## src/rtl/mant_shift_seq.sv

```systemverilog
// Multi-cycle mantissa shifter: shifts an operand by a run-time amount,
// at most STEP positions per clock, collecting every bit shifted out into
// a sticky/overflow flag. Operand in and result out use valid/ready.
module mant_shift_seq #(
  parameter int WIDTH = 27,
  parameter int SHW   = 5,
  parameter int STEP  = 2
) (
  input  logic             clk,
  input  logic             rst_n,
  input  logic             in_valid,
  output logic             in_ready,
  input  logic [WIDTH-1:0] in_data,
  input  logic [SHW-1:0]   in_amt,
  input  logic             in_dir,
  output logic             out_valid,
  input  logic             out_ready,
  output logic [WIDTH-1:0] out_data,
  output logic             out_sticky,
  output logic             busy
);

  typedef enum logic [1:0] {
    IDLE  = 2'd0,
    SHIFT = 2'd1,
    DONE  = 2'd2
  } state_t;

  localparam logic [WIDTH-1:0] ONES = '1;

  state_t           state, state_nx;
  logic [WIDTH-1:0] data_r, data_nx;
  logic [SHW-1:0]   rem_r, rem_nx;
  logic             dir_r, dir_nx;
  logic             sticky_r, sticky_nx;

  logic [SHW-1:0]   k;
  logic [WIDTH-1:0] shifted;
  logic [WIDTH-1:0] lost_mask;

  // Per-cycle step: k = min(STEP, rem_r); shift data_r by k and mark the bits that leave.
  always_comb begin
    k         = SHW'(STEP);
    shifted   = '0;
    lost_mask = '0;
    if (32'(rem_r) < STEP) k = rem_r;
    if (dir_r) begin
      shifted   = data_r >> k;
      lost_mask = ~(ONES << k);
    end else begin
      shifted   = data_r << k;
      lost_mask = ~(ONES >> k);
    end
  end

  // Next-state and register-update logic for the accept/shift/hold sequence.
  always_comb begin
    state_nx  = state;
    data_nx   = data_r;
    rem_nx    = rem_r;
    dir_nx    = dir_r;
    sticky_nx = sticky_r;
    case (state)
      IDLE: begin
        if (in_valid) begin
          data_nx   = in_data;
          rem_nx    = in_amt;
          dir_nx    = in_dir;
          sticky_nx = 1'b0;
          state_nx  = (in_amt != '0) ? SHIFT : DONE;
        end
      end
      SHIFT: begin
        data_nx   = shifted;
        sticky_nx = sticky_r | (|(data_r & lost_mask));
        rem_nx    = rem_r - k;
        // k never exceeds rem_r, so equality means this is the last step.
        if (rem_r == k) state_nx = DONE;
      end
      DONE: begin
        if (out_ready) state_nx = IDLE;
      end
      default: state_nx = IDLE;
    endcase
  end

  // State and datapath registers; reset clears everything, discarding any in-flight operand.
  always_ff @(posedge clk or negedge rst_n) begin
    if (!rst_n) begin
      state    <= IDLE;
      data_r   <= '0;
      rem_r    <= '0;
      dir_r    <= 1'b0;
      sticky_r <= 1'b0;
    end else begin
      state    <= state_nx;
      data_r   <= data_nx;
      rem_r    <= rem_nx;
      dir_r    <= dir_nx;
      sticky_r <= sticky_nx;
    end
  end

  assign in_ready   = (state == IDLE);
  assign out_valid  = (state == DONE);
  assign busy       = (state != IDLE);
  assign out_data   = data_r;
  assign out_sticky = sticky_r;

endmodule

```

## config.mk

```make
export PLATFORM = sky130hd
export DESIGN_NAME = mant_shift_seq
export DESIGN_NICKNAME = d
export VERILOG_FILES = /design/src/rtl/mant_shift_seq.sv
export SDC_FILE = /design/constraint.sdc
export NUM_CORES = 1
export LEC_CHECK = 0
export BUFFER_PORTS_ARGS = -buffer_cell sky130_fd_sc_hd__buf_2
export CAP_MARGIN = 0
export CORE_ASPECT_RATIO = 0.8
export CORE_MARGIN = 2
export CORE_UTILIZATION = 30
export CTS_CLUSTER_DIAMETER = 100
export CTS_CLUSTER_SIZE = 8
export DETAILED_ROUTE_END_ITERATION = 10
export PLACE_DENSITY_LB_ADDON = 0.2
export SLEW_MARGIN = 5
export SYNTH_ARGS = -nofsm -noshare
export SYNTH_HDL_FRONTEND = slang
export SYNTH_SLANG_ARGS = --single-unit
```

## constraint.sdc

```tcl
create_clock -name clk -period 2.7 [get_ports clk]
set_input_delay 0.27 -clock clk [delete_from_list [all_inputs] [get_ports clk]]
set_output_delay 0.27 -clock clk [all_outputs]
set_load 0.01 [all_outputs]
```

==> out/results.env, run 1 <==
POST-PLACE-WS_NS=0.555
POST-SYNTH-TOP-AREA-FRACTION=0.313
H-TREE-DEPTH=2
FINAL.PERIOD_UTILIZATION=0.816
MAX-SLEW-MARGIN-REL=0.397
AVGVIACOUNTPERCELL=5.84
GLOBAL_ROUTE.USAGE.TOTAL=0.187
CLOCK_SINK_COUNT=36
CTS_MADE_BUFFERS=5
CTS_RESIZED=0
CRIT_PATH_MAX_INCR_DELAY_NS=0.81
CORE_REGION_AREA_MM2=0.00919
FINALCLOCKSKEW_NS=0.00544
IO_BUFFER_COUNT=67
ENDPOINT_KIND='flip-flop'
TIMING.CRITICAL_PATH.CELLS='or4_4 -> o31ai_1 -> a221o_1'
R2R_START='rem_r[4]$_DFFE_PN0P_'
DRIVE_GT1_FRAC=0.237
GRT_FIRST_PASS_WIRELENGTH_UM=15500
WL_PER_CELL_UM=18.4
PLACEDCELLCOUNT=521
YS.FLOP_TYPE='sky130_fd_sc_hd__dfrtp_1'
MAX-CLOCK-PATH-BUFFERS=2
SYNTH_SEQ_CELLS=36
NETLIST-CELL-TYPE-COUNT=56
FP.DIEW_UM=114
GP_CONGESTION=0.827
CRITICAL_PATH.REG2REG.ENDPOINT='out_data[19]$_DFFE_PN0P_'
CP.REQUIRED_NS=2.91
ROWS=31
LAYOUTNONFILLERINSTCOUNT=528
POWER-PER-CELL-AREA_mW_PER_MM2=1270
MAX-VDD-IR-DROP_uV=376
DOMINANT_CELLS_BY_AREA_AFTER_SYNTHESIS='sky130_fd_sc_hd__dfrtp_1 (31%), sky130_fd_sc_hd__a21oi_1 (7.7%), sky130_fd_sc_hd__o21ai_0 (4.2%)'
NUMBER_OF_BUFFERS_AND_INVERTERS_ON_THE_CRITICAL_PATH=0
SYNTH_ASYNC_SR_FLOP_SHARE=1.00
FILLERS=962
YS.WARNINGS.COUNT=0
LAYOUT_COMMON_CELLS='sky130_fd_sc_hd__buf_2 (67), sky130_fd_sc_hd__a21oi_1 (44), sky130_fd_sc_hd__dfrtp_1 (36)'
FINALCRITICALPERIOD_NS=2.20
WORSTMARGINPINSLEW_NS=0.904
HOLD_VIOLATION_TOTAL_FROM_THE_FINAL_REPORT=0
RUN_STATUS='finished clean'
ANTENNA_FOUND_INITIAL=0
CTS_TREE='built'
BUFFERS_INSERTED_BY_POST_CTS_TIMING_REPAIR=0
WORST_SKEW_PAIR.LATE_LATENCY_NS=0.28
WHS_NS=0.127
ROUTE.ANTENNA.REMAINING_NETS=0
CRIT_FAMILY='simple AND/OR/NAND/NOR gates'
DETAIL_ROUTE.DRC_VIOLATIONS=0
SETUP_VIOL=0
CRIT_START='rem_r[4]$_DFFE_PN0P_'
REG2REG_SETUP_SLACK_NS=0.50
POSTCTSHOLDBUFS=0
TOTAL_POWER_mW=4.35
FINISH.NET_COUNT=451
GRT_PASS1_VIAS=2874
STARTING_UTILIZATION_OF_THE_CORE_AREA=0.313
CP_SLOWEST_CELL='sky130_fd_sc_hd__or4_4'
FP.DIEH_UM=91.6
RSZ_0062_RAISED_AFTER_GLOBAL_ROUTING='false'
SEQ_AREA_FRAC_SYNTH=0.313
GRT_START_MAX_NET_PINS=37
STARTPOINT_TYPE='flip-flop'
SYN_TO_FINAL_GROWTH_PCT=19.0
MIN_PATH_TYPE='in2async'
DRT_ITER0_MARKERS=167
DRV_CAP=0
LAYOUT_SETUP_WS_NS=0.498
SYNTH_AREA_PER_CELL_UM2=8.02
CLOCK_SLEW_AT_REPORTED_PATH_FFS_NS=0.06
WORSTSETUPPATHTYPE='reg2reg'
TIMING.SETUP.TNS_NS=0
FMAXACHIEVABLE_GHz=0.454
DIEAREA_MM2=0.0104
VIAS=3082
BIGGEST_AREA_CONSUMER_AMONG_SYNTHESIZED_CELLS='sky130_fd_sc_hd__dfrtp_1'
FINALWIRELENGTH_UM=9720
FINAL_COMMON_CELL='sky130_fd_sc_hd__buf_2'
SYNTH-EDFF-COUNT=0
CP.ARRIVAL_NS=2.41
INSERTEDDIODECOUNT=0
PLACE.DETAILED.HPWL_UM=6870
SYNTH_AREA_MM2=0.00288
REPORT.FINAL.SLEW_VIOL_COUNT=0
LEAKAGE_nW=1.48
NETLIST_INSTANCES=359
SYNTH_NETS=397
IO_PINS=68
REG2REG_DEPTH=3
CTS.ROOT.BUFFER_CELL='sky130_fd_sc_hd__clkbuf_16'
DRT-PASS1-ITER-COUNT=5
GLOBALROUTE.TOTALOVERFLOW=0
PATH_MAX_FANOUT=34
## worst max-delay path by stage
stage,endpoint,slack [ns],cells after the start
2_1_floorplan,out_data[20]$_DFFE_PN0P_,0.80,7
3_3_place_gp,out_data[5]$_DFFE_PN0P_,0.60,6
3_5_place_dp,out_data[19]$_DFFE_PN0P_,0.56,3
4_1_cts,out_data[19]$_DFFE_PN0P_,0.53,3
5_1_grt,out_data[19]$_DFFE_PN0P_,0.38,3
6_report,out_data[19]$_DFFE_PN0P_,0.50,3
## cell usage after synthesis, types with 3 or more instances
master and n:
sky130_fd_sc_hd__a211oi_1 10, sky130_fd_sc_hd__nor2_1 26, sky130_fd_sc_hd__o22ai_1 4, sky130_fd_sc_hd__nor3_1 6, sky130_fd_sc_hd__dfrtp_1 36, sky130_fd_sc_hd__nand3_1 15, sky130_fd_sc_hd__a31oi_1 9, sky130_fd_sc_hd__inv_1 13
sky130_fd_sc_hd__mux2i_1 9, sky130_fd_sc_hd__nand2b_1 8, sky130_fd_sc_hd__and2_1 3, sky130_fd_sc_hd__o211ai_1 7, sky130_fd_sc_hd__buf_6 3, sky130_fd_sc_hd__a211o_1 3, sky130_fd_sc_hd__clkbuf_1 23, sky130_fd_sc_hd__o221ai_1 10
sky130_fd_sc_hd__nor2b_1 17, sky130_fd_sc_hd__o41ai_1 5, sky130_fd_sc_hd__buf_2 4, sky130_fd_sc_hd__o21ai_0 24, sky130_fd_sc_hd__a2111o_1 7, sky130_fd_sc_hd__nand2_1 21, sky130_fd_sc_hd__o31ai_1 5, sky130_fd_sc_hd__a21oi_1 44
sky130_fd_sc_hd__a21o_1 5, sky130_fd_sc_hd__o22a_1 4
## registers in the layout, summed over array words and instances (netlist names)
| name | count |
|---|---|
| dir_r | 1 |
| out_data | 27 |
| out_sticky | 1 |
| rem_r | 5 |
| state | 2 |
## where the power goes
part | switching, mW | internal, mW | leakage (nW) | total, mW
clock network | 0.219 | 0.336 | 0.0667 | 0.555
registers | 0.592 | 0.815 | 0.433 | 1.41
logic | 1.35 | 1.04 | 0.978 | 2.39
## kinds of logic (layout without fill, tap and decap cells)
family,Yosys count,in the layout,synth area share
compound gates,154,154,0.370
fa+ha+maj,1,1,0.00435
flops,36,36,0.313
mux,10,10,0.0352
other cells,1,1,0.00130
buf+inv,48,102,0.0787
simple gates,109,109,0.198
## worst reg2reg max path: stages, from the launching register on
cell                      delay [ns]
sky130_fd_sc_hd__dfrtp_1        0.51
sky130_fd_sc_hd__or4_4          0.81
sky130_fd_sc_hd__o31ai_1        0.58
sky130_fd_sc_hd__a221o_1        0.24
## per-stage QoR
| step | cell area [um2] | utilization |
|---|---|---|
| after global placement | 3290 | 0.358 |
| after global routing | 3430 | 0.373 |
| after detailed placement | 3290 | 0.358 |
| final | 3430 | 0.373 |
| after CTS | 3430 | 0.373 |
| after floorplan | 2880 | - |
## layer usage
metal  vias to the layer above  share of wire  global-route usage  routed length, um
li1                       1452              -                   -                  -
met1                      1489           0.47               0.270               4550
met2                       135           0.45               0.285               4340
met3                         6          0.079              0.0434                769
met4                         0         0.0060              0.0366                 58
met5                         -              0                   0                  0
## final cells by class
class	count	area [um2]	area share
Clock buffer	6	129	0.0376
Clock inverter	1	5.00	0.00146
Inverter	13	48.8	0.0142
Multi-Input combinational cell	275	1750	0.511
Sequential cell	36	901	0.263
Tap cell	115	144	0.0420
Timing Repair Buffer	82	448	0.131
Note: power is estimated with default switching activity, not from simulation.
==> inputs of run 2 (changes only) <==
Settings changed: ABC_AREA from default to 1.
Clock period 2.7 ns to 2 ns, I/O delays scaled along.
==> run 2 against run 1 <==
Combinational power rose by 45%. Worst setup slack got worse by 0.34 ns. Clock-buffer cell count fell by 1. Synthesized cell count rose by 28%. Clock skew barely moved. Final cell count rose by 22%. First-iteration DRC count rose by 49%. Critical path type unchanged. Largest power group unchanged. Highest routed layer unchanged.
==> out/results.env, run 2 <==
YS.FLOP_TYPE='sky130_fd_sc_hd__dfrtp_1'
TOPROUTINGLAYERUSED='met4'
SYNTHMOSTINSTANTIATEDCELL='sky130_fd_sc_hd__nand2_1'
PLACED_AREA_MM2=0.00329  # about the same
DRV_CAP=0  # unchanged
GRT_FIRST_PASS_WIRELENGTH_UM=15100  # -2.4%
WORST_SKEW_PAIR.LATE_LATENCY_NS=0.29  # about the same
MAX-VDD-IR-DROP_uV=654  # +74%
SYNTH_SEQ_CELLS=36  # unchanged
CP.REQUIRED_NS=2.16  # -0.75 ns
DETAILROUTE.WIRELENGTH.MET3_UM=723  # -6.0%
CLOCK_SINK_COUNT=36  # unchanged
DRT_ITER0_MARKERS=248  # +49%
MAX-SLEW-MARGIN-REL=0.612  # +0.215
GP_CONGESTION=0.945  # +14%
TIMING.SETUP.TNS_NS=0  # unchanged
TOTAL_POWER_mW=5.85  # +34%
IO_BUFFER_COUNT=67  # unchanged
AVGVIACOUNTPERCELL=4.84  # -17%
SETUP_VIOL=0  # unchanged
FP.DIEH_UM=91.0  # -0.64%
POST-SYNTH-TOP-AREA-FRACTION=0.317  # +0.00428
FP.DIEW_UM=113  # -0.65%
CP_SLOWEST_CELL='sky130_fd_sc_hd__dfrtp_1'
CTS.ROOT.BUFFER_CELL='sky130_fd_sc_hd__clkbuf_16'
CRIT_FAMILY='simple AND/OR/NAND/NOR gates'
ENDPOINT_KIND='flip-flop'
SHARE_COMB_OF_TOTAL_POWER=0.593  # +0.043
YS.WARNINGS.COUNT=0  # unchanged
SYNTH_NETS=499  # +26%
WORSTSETUPPATHTYPE='reg2reg'
CLOCK_SLEW_AT_REPORTED_PATH_FFS_NS=0.06  # about the same
H-TREE-DEPTH=2  # unchanged
ROUTED-WL-MET2_UM=3820  # -12%
DOMINANT_CELLS_BY_AREA_AFTER_SYNTHESIS='sky130_fd_sc_hd__dfrtp_1 (32%), sky130_fd_sc_hd__nand2_1 (27%), sky130_fd_sc_hd__a21oi_1 (8.5%)'
STARTING_UTILIZATION_OF_THE_CORE_AREA=0.311  # -0.00159
POST-PLACE-WS_NS=0.207  # -0.348 ns
WL_PER_CELL_UM=14.1  # -23%
VIAS=3109  # +0.88%
CTS_TREE='built'
NUMBER_OF_BUFFERS_AND_INVERTERS_ON_THE_CRITICAL_PATH=0  # unchanged
FINALWIRELENGTH_UM=9070  # -6.7%
PATH_MAX_FANOUT=30  # -12%
DIEAREA_MM2=0.0103  # -1.3%
LAYOUTNONFILLERINSTCOUNT=642  # +22%
FINALCLOCKSKEW_NS=0.00578  # +0.000333 ns
NETLIST-CELL-TYPE-COUNT=31  # -45%
LARGEST_REGISTER_FF_COUNT=27  # unchanged
SYNTH_ASYNC_SR_FLOP_SHARE=1.00  # unchanged
WORSTMARGINPINSLEW_NS=0.581  # -0.323 ns
SYNTH_AREA_MM2=0.00284  # -1.3%
MAX-CLOCK-PATH-BUFFERS=2  # unchanged
LAYOUT_SETUP_WS_NS=0.162  # -0.336 ns
INSERTEDDIODECOUNT=0  # unchanged
SEQ_AREA_FRAC_SYNTH=0.317  # +0.00428
FMAXACHIEVABLE_GHz=0.544  # +20%
PLACEDCELLCOUNT=633  # +21%
POWER.SWITCHING_mW=2.99  # +38%
HOLD_VIOLATION_TOTAL_FROM_THE_FINAL_REPORT=0  # unchanged
GLOBALROUTE.TOTALOVERFLOW=0  # unchanged
MIN_PATH_TYPE='in2reg'
PWR-SHARE-SEQ=0.250  # -0.073
CP.ARRIVAL_NS=2.00  # -0.41 ns
POWER_FRAC_CLOCK=0.156  # +0.029
RSZ_0062_RAISED_AFTER_GLOBAL_ROUTING='false'
CPMOSTUSEDCELL='sky130_fd_sc_hd__nand2_1'
BIGGEST_AREA_CONSUMER_AMONG_SYNTHESIZED_CELLS='sky130_fd_sc_hd__dfrtp_1'
RUN_STATUS='finished clean'
INTERNAL_POWER_mW=2.86  # +31%
SYNTH-EDFF-COUNT=0  # unchanged
WL_MET1_UM=4400  # -3.4%
TIMING.CRITICAL_PATH.CELLS='nor2_4 -> nand2_4 -> nor2_8 -> nand2_1 -> nand2_1 -> o21ai_1 -> o21ai_0 -> nand2_1'
DRIVE_GT1_FRAC=0.203  # -0.0343
STARTPOINT_TYPE='flip-flop'
FINALCRITICALPERIOD_NS=1.84  # -0.364 ns
IO_PINS=68  # unchanged
FINISH.NET_COUNT=564  # +25%
POWER-PER-CELL-AREA_mW_PER_MM2=1690  # +33%
SYNTH_AREA_PER_CELL_UM2=6.16  # -23%
REPORT.FINAL.SLEW_VIOL_COUNT=0  # unchanged
LAYOUT_COMMON_CELLS='sky130_fd_sc_hd__nand2_1 (201), sky130_fd_sc_hd__buf_2 (67), sky130_fd_sc_hd__a21oi_1 (48)'
DETAIL_ROUTE.DRC_VIOLATIONS=0  # unchanged
FINAL_COMMON_CELL='sky130_fd_sc_hd__nand2_1'
POWER.SWITCHING_FRACTION=0.511  # +0.0142
NETLIST_INSTANCES=461  # +28%
FINAL.PERIOD_UTILIZATION=0.919  # +0.103
BUFFERS_INSERTED_BY_POST_CTS_TIMING_REPAIR=0  # unchanged
CTS_MADE_BUFFERS=5  # unchanged
ANTENNA_FOUND_INITIAL=0  # unchanged
YOSYS-TOP-CELLS-COUNT='sky130_fd_sc_hd__nand2_1 (201), sky130_fd_sc_hd__a21oi_1 (48), sky130_fd_sc_hd__inv_1 (40)'
PLACE.DETAILED.HPWL_UM=6660  # -3.1%
CRIT_PATH_MAX_INCR_DELAY_NS=0.43  # -0.38 ns
SYN_TO_FINAL_GROWTH_PCT=22.1
DRT-PASS1-ITER-COUNT=6  # +1
LEAKAGE_nW=1.89  # +28%
FIN_AREA_MM2=0.00347  # +1.2%
GRT_START_MAX_NET_PINS=37  # unchanged
GLOBAL_ROUTE.USAGE.TOTAL=0.182  # -0.00444
ROWS=31  # unchanged
ROUTE.ANTENNA.REMAINING_NETS=0  # unchanged
GRT_PASS1_VIAS=3045  # +5.9%
CORE_REGION_AREA_MM2=0.00911  # -0.84%
run 2: worst paths after layout:
| path | start | to | slack [ns] | depth (start not counted) |
|---|---|---|---|---|
| min in group asynchronous | rst_n | out_sticky$_DFFE_PN0P_ | 0.41 | 3 |
| worst max-delay path | rem_r[4]$_DFFE_PN0P_ | out_data[7]$_DFFE_PN0P_ | 0.16 | 8 |
| worst max register to register | rem_r[4]$_DFFE_PN0P_ | out_data[7]$_DFFE_PN0P_ | 0.16 | 8 |
| worst min register to register | out_sticky$_DFFE_PN0P_ | out_sticky$_DFFE_PN0P_ | 0.50 | 2 |
| worst min-delay path | in_dir | dir_r$_DFFE_PN0P_ | 0.11 | 3 |
| max in group asynchronous | rst_n | out_data[14]$_DFFE_PN0P_ | 1.40 | 3 |
run 2: logic make-up (layout without fill, tap and decap cells):
group	count (synthesis)	in the layout	synth area share
buf+inv	71	137	0.114
other cells	1	1	0.00132
fa+ha+maj	1	1	0.00441
simple gates	270	270	0.412
flops	36	36	0.317
compound gates	82	82	0.151
run 2: power by group through the flow:
stage	Sequential, mW	Combinational (mW)	Clock (mW)
after floorplan	1.52	2.37	0
after global placement	1.49	3.44	0
after detailed placement	1.48	3.47	0
after CTS	1.47	3.48	0.935
after global routing	1.53	3.96	0.959
final	1.47	3.47	0.915
run 2: final cells by class:
| cell class | count | area, um2 |
|---|---|---|
| clock buffers | 5 | 125 |
| fillers | 1006 | 5650 |
| flip-flops and latches | 36 | 901 |
| inverters | 50 | 188 |
| repair buffers | 79 | 453 |
| multi-input cells | 354 | 1610 |
| well taps | 115 | 144 |
| clock inverters | 3 | 42.5 |
run 2: routing by layer:
layer	vias to the layer above	track usage
li1	1597	-
met4	0	0.0488
met3	12	0.0401
met5	-	0
met1	1391	0.262
met2	109	0.276
run 2: worst min-delay path: stages:
cell                      delay (ns)
sky130_fd_sc_hd__buf_2          0.07
sky130_fd_sc_hd__nand2_1        0.04
sky130_fd_sc_hd__o21ai_0        0.05
run 2: repair_timing:
item                                   in CTS  in global routing
gates resized for setup                     0                  0
endpoints found under the hold margin      36                  0
hold buffers                                1                  0
setup endpoints to repair                   0                  0
run 2: per-stage QoR:
step	hold WS (ns)	util
floorplan	-0.0956	-
global placement	0.187	0.361
detailed placement	0.183	0.361
CTS	0.110	0.380
global route	0.124	0.380
finish	0.113	0.380
==> inputs of run 3 (changes only) <==
Clock period 2 ns to 2.2 ns, I/O delays scaled along.
==> run 3 against run 2 <==
Power down 12%. Sequential cell count unchanged. Critical path depth down 1. Die area unchanged. Non-clock buffer count down 6. Highest routed layer unchanged.
==> out/results.env, run 3 (synthesis results as in run 2) <==
CRIT_FAMILY='simple AND/OR/NAND/NOR gates'
LARGEST_REGISTER_FF_COUNT=27  # unchanged
RSZ_0062_RAISED_AFTER_GLOBAL_ROUTING='false'
ROUTE.ANTENNA.REMAINING_NETS=0  # unchanged
FP.DIEW_UM=113  # unchanged
SHARE_COMB_OF_TOTAL_POWER=0.587  # -0.006
IO_PINS=68  # unchanged
CLOCK_SLEW_AT_REPORTED_PATH_FFS_NS=0.06  # about the same
BUFFERS_INSERTED_BY_POST_CTS_TIMING_REPAIR=0  # unchanged
CTS_MADE_BUFFERS=5  # unchanged
FINALCLOCKSKEW_NS=0.00341  # -0.00237 ns
WORSTSETUPPATHTYPE='reg2reg'
SYN_TO_FINAL_GROWTH_PCT=19.0
LAYOUT_COMMON_CELLS='sky130_fd_sc_hd__nand2_1 (201), sky130_fd_sc_hd__buf_2 (67), sky130_fd_sc_hd__a21oi_1 (48)'
INTERNAL_POWER_mW=2.49  # -13%
CORE_REGION_AREA_MM2=0.00911  # unchanged
CP.REQUIRED_NS=2.36  # +0.20 ns
CP_SLOWEST_CELL='sky130_fd_sc_hd__dfrtp_1'
HOLD_VIOLATION_TOTAL_FROM_THE_FINAL_REPORT=0  # unchanged
SETUP_VIOL=0  # unchanged
FINALWIRELENGTH_UM=8920  # -1.7%
INSERTEDDIODECOUNT=0  # unchanged
CTS.ROOT.BUFFER_CELL='sky130_fd_sc_hd__clkbuf_16'
FINAL.PERIOD_UTILIZATION=0.870  # -0.0488
H-TREE-DEPTH=2  # unchanged
POWER-PER-CELL-AREA_mW_PER_MM2=1520  # -9.9%
REPORT.FINAL.SLEW_VIOL_COUNT=0  # unchanged
CTS_TREE='built'
GLOBAL_ROUTE.USAGE.TOTAL=0.183  # +0.000833
PLACE.DETAILED.HPWL_UM=6540  # -1.8%
PWR-SHARE-SEQ=0.266  # +0.016
CPMOSTUSEDCELL='sky130_fd_sc_hd__nand2_1'
SEQ_AREA_UM2=901  # unchanged
LAYOUT_SETUP_WS_NS=0.286  # +0.123 ns
POWER.SWITCHING_FRACTION=0.516  # +0.00485
MAX-VDD-IR-DROP_uV=518  # -21%
DIEAREA_MM2=0.0103  # unchanged
WORSTMARGINPINSLEW_NS=0.863  # +0.281 ns
IO_BUFFER_COUNT=67  # unchanged
NUMBER_OF_BUFFERS_AND_INVERTERS_ON_THE_CRITICAL_PATH=1  # +1
GLOBALROUTE.TOTALOVERFLOW=0  # unchanged
GRT_START_MAX_NET_PINS=37  # unchanged
DRT_ITER0_MARKERS=153  # -38%
FMAXACHIEVABLE_GHz=0.522  # -4.0%
CP.ARRIVAL_NS=2.07  # +0.07 ns
REG2REG_DEPTH=7  # -1
DETAIL_ROUTE.DRC_VIOLATIONS=0  # unchanged
POSTCTSHOLDBUFS=0  # -1
ANTENNA_FOUND_INITIAL=0  # unchanged
RUN_STATUS='finished clean'
TIMING.SETUP.TNS_NS=0  # unchanged
WORST_SKEW_PAIR.LATE_LATENCY_NS=0.28  # about the same
STARTING_UTILIZATION_OF_THE_CORE_AREA=0.311  # unchanged
TOTAL_NUMBER_OF_CELLS_ALONG_THE_WORST_SETUP_PATH=7  # -1
GRT_FIRST_PASS_WIRELENGTH_UM=15300  # +0.82%
FINALCRITICALPERIOD_NS=1.91  # +0.0765 ns
DRV_CAP=0  # unchanged
DRT-PASS1-ITER-COUNT=5  # -1
FILLERS=1006  # unchanged
WL_PER_CELL_UM=14.0  # -0.58%
TIMING.CRITICAL_PATH.CELLS='inv_1 -> nor2_8 -> nand2_1 -> nand2_1 -> o21ai_1 -> o21ai_0 -> nand2_1'
DRIVE_GT1_FRAC=0.194  # -0.00881
CTS_RESIZED=0  # unchanged
AREA_TAKEN_BY_MULTI_INPUT_LOGIC_GATES_MM2=0.00161  # unchanged
POWER_FRAC_CLOCK=0.147  # -0.009
POWER.SWITCHING_mW=2.65  # -11%
AVGVIACOUNTPERCELL=4.84  # about the same
FINISH.NET_COUNT=558  # -1.1%
CRIT_PATH_MAX_INCR_DELAY_NS=0.57  # +0.14 ns
CLOCK_SINK_COUNT=36  # unchanged
MIN_PATH_TYPE='in2async'
POST-PLACE-WS_NS=0.359  # +0.152 ns
MAX-CLOCK-PATH-BUFFERS=2  # unchanged
STARTPOINT_TYPE='flip-flop'
MAX-SLEW-MARGIN-REL=0.425  # -0.187
LEAKAGE_nW=1.85  # -2.2%
VIAS=3075  # -1.1%
FP.DIEH_UM=91.0  # unchanged
ENDPOINT_KIND='flip-flop'
GP_CONGESTION=0.920  # -2.6%
GRT_PASS1_VIAS=3083  # +1.2%
FINAL_COMMON_CELL='sky130_fd_sc_hd__nand2_1'
ROWS=31  # unchanged
PATH_MAX_FANOUT=17  # -43%
==> run 3: worst paths after layout <==
kind	from	slack (ns)	end
setup / recovery	rem_r[0]$_DFFE_PN0P_	0.29	out_data[7]$_DFFE_PN0P_
hold / removal	rst_n	0.06	out_data[5]$_DFFE_PN0P_
setup reg to reg	rem_r[0]$_DFFE_PN0P_	0.29	out_data[7]$_DFFE_PN0P_
hold reg to reg	out_sticky$_DFFE_PN0P_	0.50	out_sticky$_DFFE_PN0P_
max in group asynchronous	rst_n	1.61	out_data[14]$_DFFE_PN0P_
min in group clk	in_dir	0.14	dir_r$_DFFE_PN0P_
==> run 3: area by class of cell <==
cell class                 count  area share
sequential                    36       0.267
inverter                      50      0.0555
tap                          115      0.0426
timing repair buffer          73       0.113
clock buffer                   7      0.0452
multi-input combinational    354       0.478
==> run 3: per-layer routing <==
layer,track usage,wire length (um),vias to the layer above
met2,0.273,3790,88
met1,0.268,4510,1390
met5,0,0,-
met4,0.0559,131,0
li1,-,-,1588
met3,0.0334,482,9
==> run 3: worst register-to-register path, stage by stage, from the launching register on <==
cell and delay (ns):
sky130_fd_sc_hd__dfrtp_1 0.57, sky130_fd_sc_hd__inv_1 0.37, sky130_fd_sc_hd__nor2_8 0.35, sky130_fd_sc_hd__nand2_1 0.11, sky130_fd_sc_hd__nand2_1 0.10, sky130_fd_sc_hd__o21ai_1 0.08, sky130_fd_sc_hd__o21ai_0 0.13, sky130_fd_sc_hd__nand2_1 0.08
==> run 3: power groups by stage <==
stage | sequential [mW] | combinational (mW) | clock, mW
floorplan | 1.38 | 2.16 | 0
global placement | 1.39 | 3.03 | 0
detailed placement | 1.38 | 3.04 | 0
CTS | 1.37 | 3.04 | 0.774
global route | 1.43 | 3.49 | 0.802
finish | 1.37 | 3.02 | 0.757
==> run 3: stage by stage <==
step            util  hold slack (ns)  total power, mW  cell area [um2]  std cells
3_3_place_gp   0.354            0.391             4.42             3230        628
5_1_grt        0.371            0.142             5.72             3380        635
2_1_floorplan      -          -0.0756             3.54             2840        461
4_1_cts        0.371           0.0938             5.19             3380        635
3_5_place_dp   0.354            0.395             4.41             3230        628
6_report       0.371           0.0551             5.14             3380        635
